File: config.mk
export PLATFORM = sky130hd
export DESIGN_NAME = register_file_sb
export DESIGN_NICKNAME = d
export VERILOG_FILES = /design/src/rtl/register_file_sb.sv
export SDC_FILE = /design/constraint.sdc
export NUM_CORES = 2
export LEC_CHECK = 0
export BUFFER_PORTS_ARGS = -buffer_cell sky130_fd_sc_hd__buf_2
export CELL_PAD_IN_SITES_DETAIL_PLACEMENT = 1
export CELL_PAD_IN_SITES_GLOBAL_PLACEMENT = 1
export CORE_MARGIN = 8
export CORE_UTILIZATION = 49
export CTS_CLUSTER_DIAMETER = 30
export DETAILED_ROUTE_END_ITERATION = 7
export GPL_ROUTABILITY_DRIVEN = 0
export MAX_ROUTING_LAYER = met4
export PLACE_DENSITY_LB_ADDON = 0.05
export SYNTH_ARGS = -nofsm -noshare
export SYNTH_HDL_FRONTEND = slang
export SYNTH_SLANG_ARGS = --single-unit
File: constraint.sdc
create_clock -name Clock -period 4.22 [get_ports Clock]
set_input_delay 0.844 -clock Clock [delete_from_list [all_inputs] [get_ports Clock]]
set_output_delay 0.844 -clock Clock [all_outputs]
set_load 0.05 [all_outputs]
File: src/rtl/register_file_sb.sv
// Register file with two async read ports, one sync write port and a per-register pending-write scoreboard.
// Latency: reads are combinational (0 cycles); writes/issues commit on the rising edge and show on the next cycle.
// Backpressure: none, every write and issue is accepted each cycle; optional REGFILE_BYPASS_EN forwards same-cycle writes to reads.
module register_file_sb #(
  parameter int DATA_W   = 32,
  parameter int ADDR_W   = 5,
  parameter int ZERO_REG = 1
) (
  input  logic              Clock,
  input  logic              Reset,
  input  logic [ADDR_W-1:0] ReadAddr1,
  input  logic [ADDR_W-1:0] ReadAddr2,
  output logic [DATA_W-1:0] ReadData1,
  output logic [DATA_W-1:0] ReadData2,
  output logic              ReadBusy1,
  output logic              ReadBusy2,
  input  logic              RegWrite,
  input  logic [ADDR_W-1:0] WriteAddr,
  input  logic [DATA_W-1:0] WriteData,
  input  logic              IssueValid,
  input  logic [ADDR_W-1:0] IssueAddr,
  output logic [ADDR_W:0]   BusyCount,
  output logic              AnyBusy
);

  localparam int NREGS = 1 << ADDR_W;

  logic [DATA_W-1:0] regs [NREGS];
  logic [NREGS-1:0]  busy;
  logic [NREGS-1:0]  busy_nxt;
  logic [ADDR_W:0]   busy_count;

  // Writes and issues aimed at a hardwired zero register are dropped here once.
  logic wr_en;
  logic is_en;
  assign wr_en = RegWrite   && !((ZERO_REG != 0) && (WriteAddr == '0));
  assign is_en = IssueValid && !((ZERO_REG != 0) && (IssueAddr == '0));

  // A bit only rises when it was clear, and only falls when a write clears it
  // without a same-address issue re-arming it in the same cycle.
  logic busy_set;
  logic busy_clr;
  assign busy_set = is_en && !busy[IssueAddr];
  assign busy_clr = wr_en && busy[WriteAddr] && !(is_en && (IssueAddr == WriteAddr));

  // Next busy vector: writeback clears first, then a new issue wins on collision.
  always_comb begin
    busy_nxt = busy;
    if (wr_en) busy_nxt[WriteAddr] = 1'b0;
    if (is_en) busy_nxt[IssueAddr] = 1'b1;
  end

  // Data storage: synchronous reset clears every register and overrides writes.
  always_ff @(posedge Clock) begin
    if (!Reset) begin
      for (int i = 0; i < NREGS; i++) regs[i] <= '0;
    end else if (wr_en) begin
      regs[WriteAddr] <= WriteData;
    end
  end

  // Scoreboard bits.
  always_ff @(posedge Clock) begin
    if (!Reset) busy <= '0;
    else        busy <= busy_nxt;
  end

  // Busy population counter tracks the net change of the scoreboard per edge.
  always_ff @(posedge Clock) begin
    if (!Reset) begin
      busy_count <= '0;
    end else if (busy_set && !busy_clr) begin
      busy_count <= busy_count + {{ADDR_W{1'b0}}, 1'b1};
    end else if (busy_clr && !busy_set) begin
      busy_count <= busy_count - {{ADDR_W{1'b0}}, 1'b1};
    end
  end

  assign BusyCount = busy_count;
  assign AnyBusy   = (busy_count != '0);

  // Read port 1: stored value, optionally forwarded from the write port, zero register forced last.
  always_comb begin
    ReadData1 = regs[ReadAddr1];
    ReadBusy1 = busy[ReadAddr1];
`ifdef REGFILE_BYPASS_EN
    if (wr_en && (WriteAddr == ReadAddr1)) begin
      ReadData1 = WriteData;
      ReadBusy1 = is_en && (IssueAddr == ReadAddr1);
    end
`endif
    if ((ZERO_REG != 0) && (ReadAddr1 == '0)) begin
      ReadData1 = '0;
      ReadBusy1 = 1'b0;
    end
  end

  // Read port 2: same structure as port 1.
  always_comb begin
    ReadData2 = regs[ReadAddr2];
    ReadBusy2 = busy[ReadAddr2];
`ifdef REGFILE_BYPASS_EN
    if (wr_en && (WriteAddr == ReadAddr2)) begin
      ReadData2 = WriteData;
      ReadBusy2 = is_en && (IssueAddr == ReadAddr2);
    end
`endif
    if ((ZERO_REG != 0) && (ReadAddr2 == '0)) begin
      ReadData2 = '0;
      ReadBusy2 = 1'b0;
    end
  end

endmodule

==> results.txt <==
The flow ran to the end, but the final reports show violations. The final reports fail on setup timing. The cell count after synthesis came out at 3,882.

The average size of a mapped cell came out at 14.7 um^2. The violation count after the first detailed-route iteration came out at 5,155. The worst setup path is captured at a primary output. In this run the power density over the cells is 536 nW/um^2. The top metal layer carrying routed signals is met4.

The highest clock rate is 0.236 GHz. Multiplexer cells account for 22.4% of the synthesized area. The global-route congestion overflow total is 0.

The final critical delay including setup and external delays came out at 4.24 ns. The number of top-level pins is 129. The synthesized netlist devotes 0.145% of its cell area to adder and majority cells. Before CTS, the worst setup slack after placement is -0.131 ns. The via density per instance came out at 6.78. The final-layout fill cell count came out at 10,400. The maximum count of clock buffers along a single path is 4.

The max-slew violation count came to 0. The net count reported at finish is 4,273. The number of synthesized flops with an enable pin is 1,024. In the detailed route, the total length drawn on met2 is 108,000 um. The source-to-sink clock delay at the later pin of the worst-skew pair came out at 0.86 ns.

The number of nets with antenna violations after detailed routing is 0. STA classifies the critical path startpoint as a primary input. The Yosys step of the flow raised 0 warnings.

The most used flip-flop cell after synthesis is edfxtp_1. The synthesized-area fraction occupied by xor and xnor cells is 0.154%. After detailed routing, the number of remaining DRC violations is 0.

Input and output buffers added on the ports amount to 128. Detailed placement finished with a half-perimeter wire length of 132,000 um. After synthesis, the largest family of logic cells by area is multiplexers.

The data arrival time of the worst path came out at 3.39 ns. The share of the cycle needed by the critical path after routing is 100%. The first detailed-routing pass took 5 iterations. The hold violation total from the final report is 0. The via count of the first global-routing pass is 44,000.

The transition time at the pin with the least slew margin came out at 1.33 ns. Once the floorplan was initialized, standard cells occupied 49.2% of the core. The synthesized netlist devotes 5.70% of its cell area to compound gates. Clock-pin slew was measured on the worst setup and hold paths at 0.04 ns.

The maximum resistive drop on vdd came out at 0.483 mV. The overall via count from detail_route is 40,500. The worst hold path cell count came out at 2. The final hold slack came out at 0.362 ns.

Counting every sink on the clock net gives 1,062. The core region area is 116,000 um^2. After synthesis the cells add up to 56,900 um^2. The number of buffers created by CTS came out at 293.

TritonCTS built the clock tree. The signal on the critical path passes through buf_8 > buf_12 > mux4_2 > inv_1 > a21oi_1 > o22ai_1 > a221oi_1 > buf_12. The number of placement rows is 125. The setup-violating endpoint count in the final report is 2. The worst reg-to-reg path cell count came out at 12. After Yosys synthesis, and, or, nand and nor cells account for 12.2% of the synthesized area. After detailed routing, the average wire length per cell comes to 37.8 um. The worst hold path belongs to the class in2reg.

The critical path is of the in2out type. The proportion of synthesized flip-flops having asynchronous set or reset came out at 0%. The sum of met3 wire segment lengths after detailed routing came out at 21,600 um.

The post-route netlist has 31.8% of its cells at a drive strength greater than 1. Between clock sinks in the finished design, the worst skew comes to 0.0112 ns. For this design, the CTS-stage hold fixing added 0 buffers. The total of flip-flops plus latches after synthesis came out at 1,062. For this run, the slowest stage of the critical path takes 0.63 ns.

Entering global routing, the biggest net connects 60 pins. The routed length on met1 came out at 83,100 um. The H-tree was split into 5 levels. The initial antenna violation count is 17.

Counting stages on the worst path, the most repeated cell is buf_12. The tree is rooted in a clkbuf_16. The standard cell with the maximum stage delay on the critical path is o22ai_1.

The height of the die is 357 um. Setup repair after global routing left no endpoint under its margin. The total wirelength of the detailed-routed design is 226,000 um. The biggest fanout along the worst timing path came out at 35. The count of unique library cells instantiated by Yosys is 65.

In this run the static leakage power is 26.0 nW. The total track usage came out at 36.3%. The global-route wire length before repair came out at 318,000 um. The post-synthesis sequential area ratio is 55.4%. The width of the die is 357 um. After layout, the worst setup slack is -0.0179 ns. The area growth from synthesis to layout came out at 25.6%. The worst pin sits at a relative slew slack of 11.0%. At the worst endpoint, the required time is 3.38 ns. The max-capacitance violation count is 0.

The die area is 127,000 um^2.
[metal layers]
metal	global-route usage [%]	vias up
li1	-	15800
met1	44.2	21400
met2	56.5	2648
met3	7.89	641
met4	20.5	0
met5	-	-
[worst max-delay path, delay by kind of cell]
| family | cells | cell delay, ns |
|---|---|---|
| buffers and inverters | 4 | 1.04 |
| muxes | 1 | 0.54 |
| AOI/OAI and AO/OA | 3 | 0.92 |
[path summary, 6_finish.rpt]
kind / end / slack, ns / from
hold / removal: busy[0]$_SDFF_PN0_ / 0.36 / Reset
hold reg to reg: BusyCount[2]$_SDFFE_PN0P_ / 0.53 / BusyCount[2]$_SDFFE_PN0P_
setup / recovery: ReadData2[9] / -0.02 / ReadAddr2[0]
setup reg to reg: BusyCount[5]$_SDFFE_PN0P_ / 0.78 / busy[19]$_SDFF_PN0_
[what timing repair did]
action                                  4_1_cts  5_1_grt
resized for setup                             9        4
endpoints found under the setup margin        9        4
setup buffers                                 0        0
hold endpoints to repair                      0        0
[per-stage QoR]
stage / area, um^2 / power, mW / setup TNS, ns / std cells / util (%)
after floorplan: 57000 / 14.9 / -22.89 / 3913 / -
after global placement: 61900 / 16.6 / -0.545 / 5440 / 53.5
after detailed placement: 61900 / 16.8 / -0.601 / 5440 / 53.5
after CTS: 71400 / 38.4 / 0 / 5945 / 61.7
after global routing: 71500 / 39.2 / 0 / 5956 / 61.7
final: 71500 / 38.3 / -0.0203 / 5965 / 61.8
[cell usage after synthesis (2+ instances only)]
cell type  count  share of area [%]
or3_1          2              0.022
dfxtp_1       38                1.3
nor4_1        11               0.12
a21oi_1       94               0.83
a211oi_1      59               0.78
a22o_1         8               0.12
a21o_1         2              0.026
buf_1          6              0.040
inv_1         68               0.45
nand3_1       16               0.14
mux2_2        49               0.97
buf_2         80               0.70
nand3b_1       9               0.12
o221ai_1      25               0.38
nor3_2         2              0.035
buf_6         17               0.34
buf_4         38               0.50
o21ai_0       47               0.41
xor2_1         6              0.092
and2_1       996                 11
nand2b_1       2              0.022
nor2_1        48               0.32
nor2b_1        9              0.099
o32ai_1        3              0.046
a21boi_0      22               0.29
nand2_1       19               0.13
mux2i_1      215                3.8
nand4_1        6              0.066
o22ai_1       90               0.99
xnor2_1        4              0.062
a22oi_1       60               0.79
ha_1           5               0.11
a221oi_1      55               0.85
a21boi_1       3              0.040
or4_1          2              0.026
buf_8          2              0.053
or2_2          6              0.066
clkbuf_1     266                1.8
edfxtp_1    1024                 54
mux4_1        10               0.46
mux4_2       434                 17
[where the power goes]
part | switching [mW] | leakage [nW] | internal (mW)
logic | 2.50 | 11.3 | 1.66
clock network | 6.52 | 4.62 | 15.1
registers | 0.359 | 10.1 | 12.2
[layout by cell type, fill, tap and decap left out, types with 16 or more instances in the layout]
cell type,count
a22oi_1,60
clkinv_2,44
mux4_2,434
bufinv_16,35
o22ai_1,90
conb_1,32
buf_12,110
o21ai_0,16
a221oi_1,54
o221ai_1,25
inv_1,67
nand2_1,18
nor2_4,30
clkinvlp_4,17
o21ai_4,31
mux2i_1,215
buf_2,74
clkbuf_1,42
clkbuf_16,304
buf_4,227
a211oi_1,59
diode_2,20
mux2_2,49
a21oi_1,92
clkinv_1,45
nor2_1,18
and2_1,995
edfxtp_1,1024
dfxtp_1,38
[sequential cells by signal, summed over array words and instances (netlist names)]
name,cells
regs,1024
busy,32
BusyCount,6
[cell type report]
cell class                 count  area, um^2  share of cell area (%)
antenna                       20        50.0                  0.0700
clock buffer                 348        7790                    10.9
clock inverter               157        1720                    2.40
inverter                      69         259                   0.362
multi-input combinational   2368       23900                    33.4
sequential                  1062       31500                    44.1
tap                         1524        1910                    2.67
timing repair buffer         417        4360                    6.10
[cells by family (layout without fill, tap and decap cells)]
family                   after synthesis  in the layout
adder cells (fa/ha/maj)                6              6
AND/OR/NAND/NOR                     1134           1134
buffers and inverters                483            991
AO/OA/AOI/OAI                        477            477
flip-flops                          1062           1062
multiplexers                         709            709
XOR/XNOR                              10             10
other                                  1             52
(Power assumes the default switching activity.)
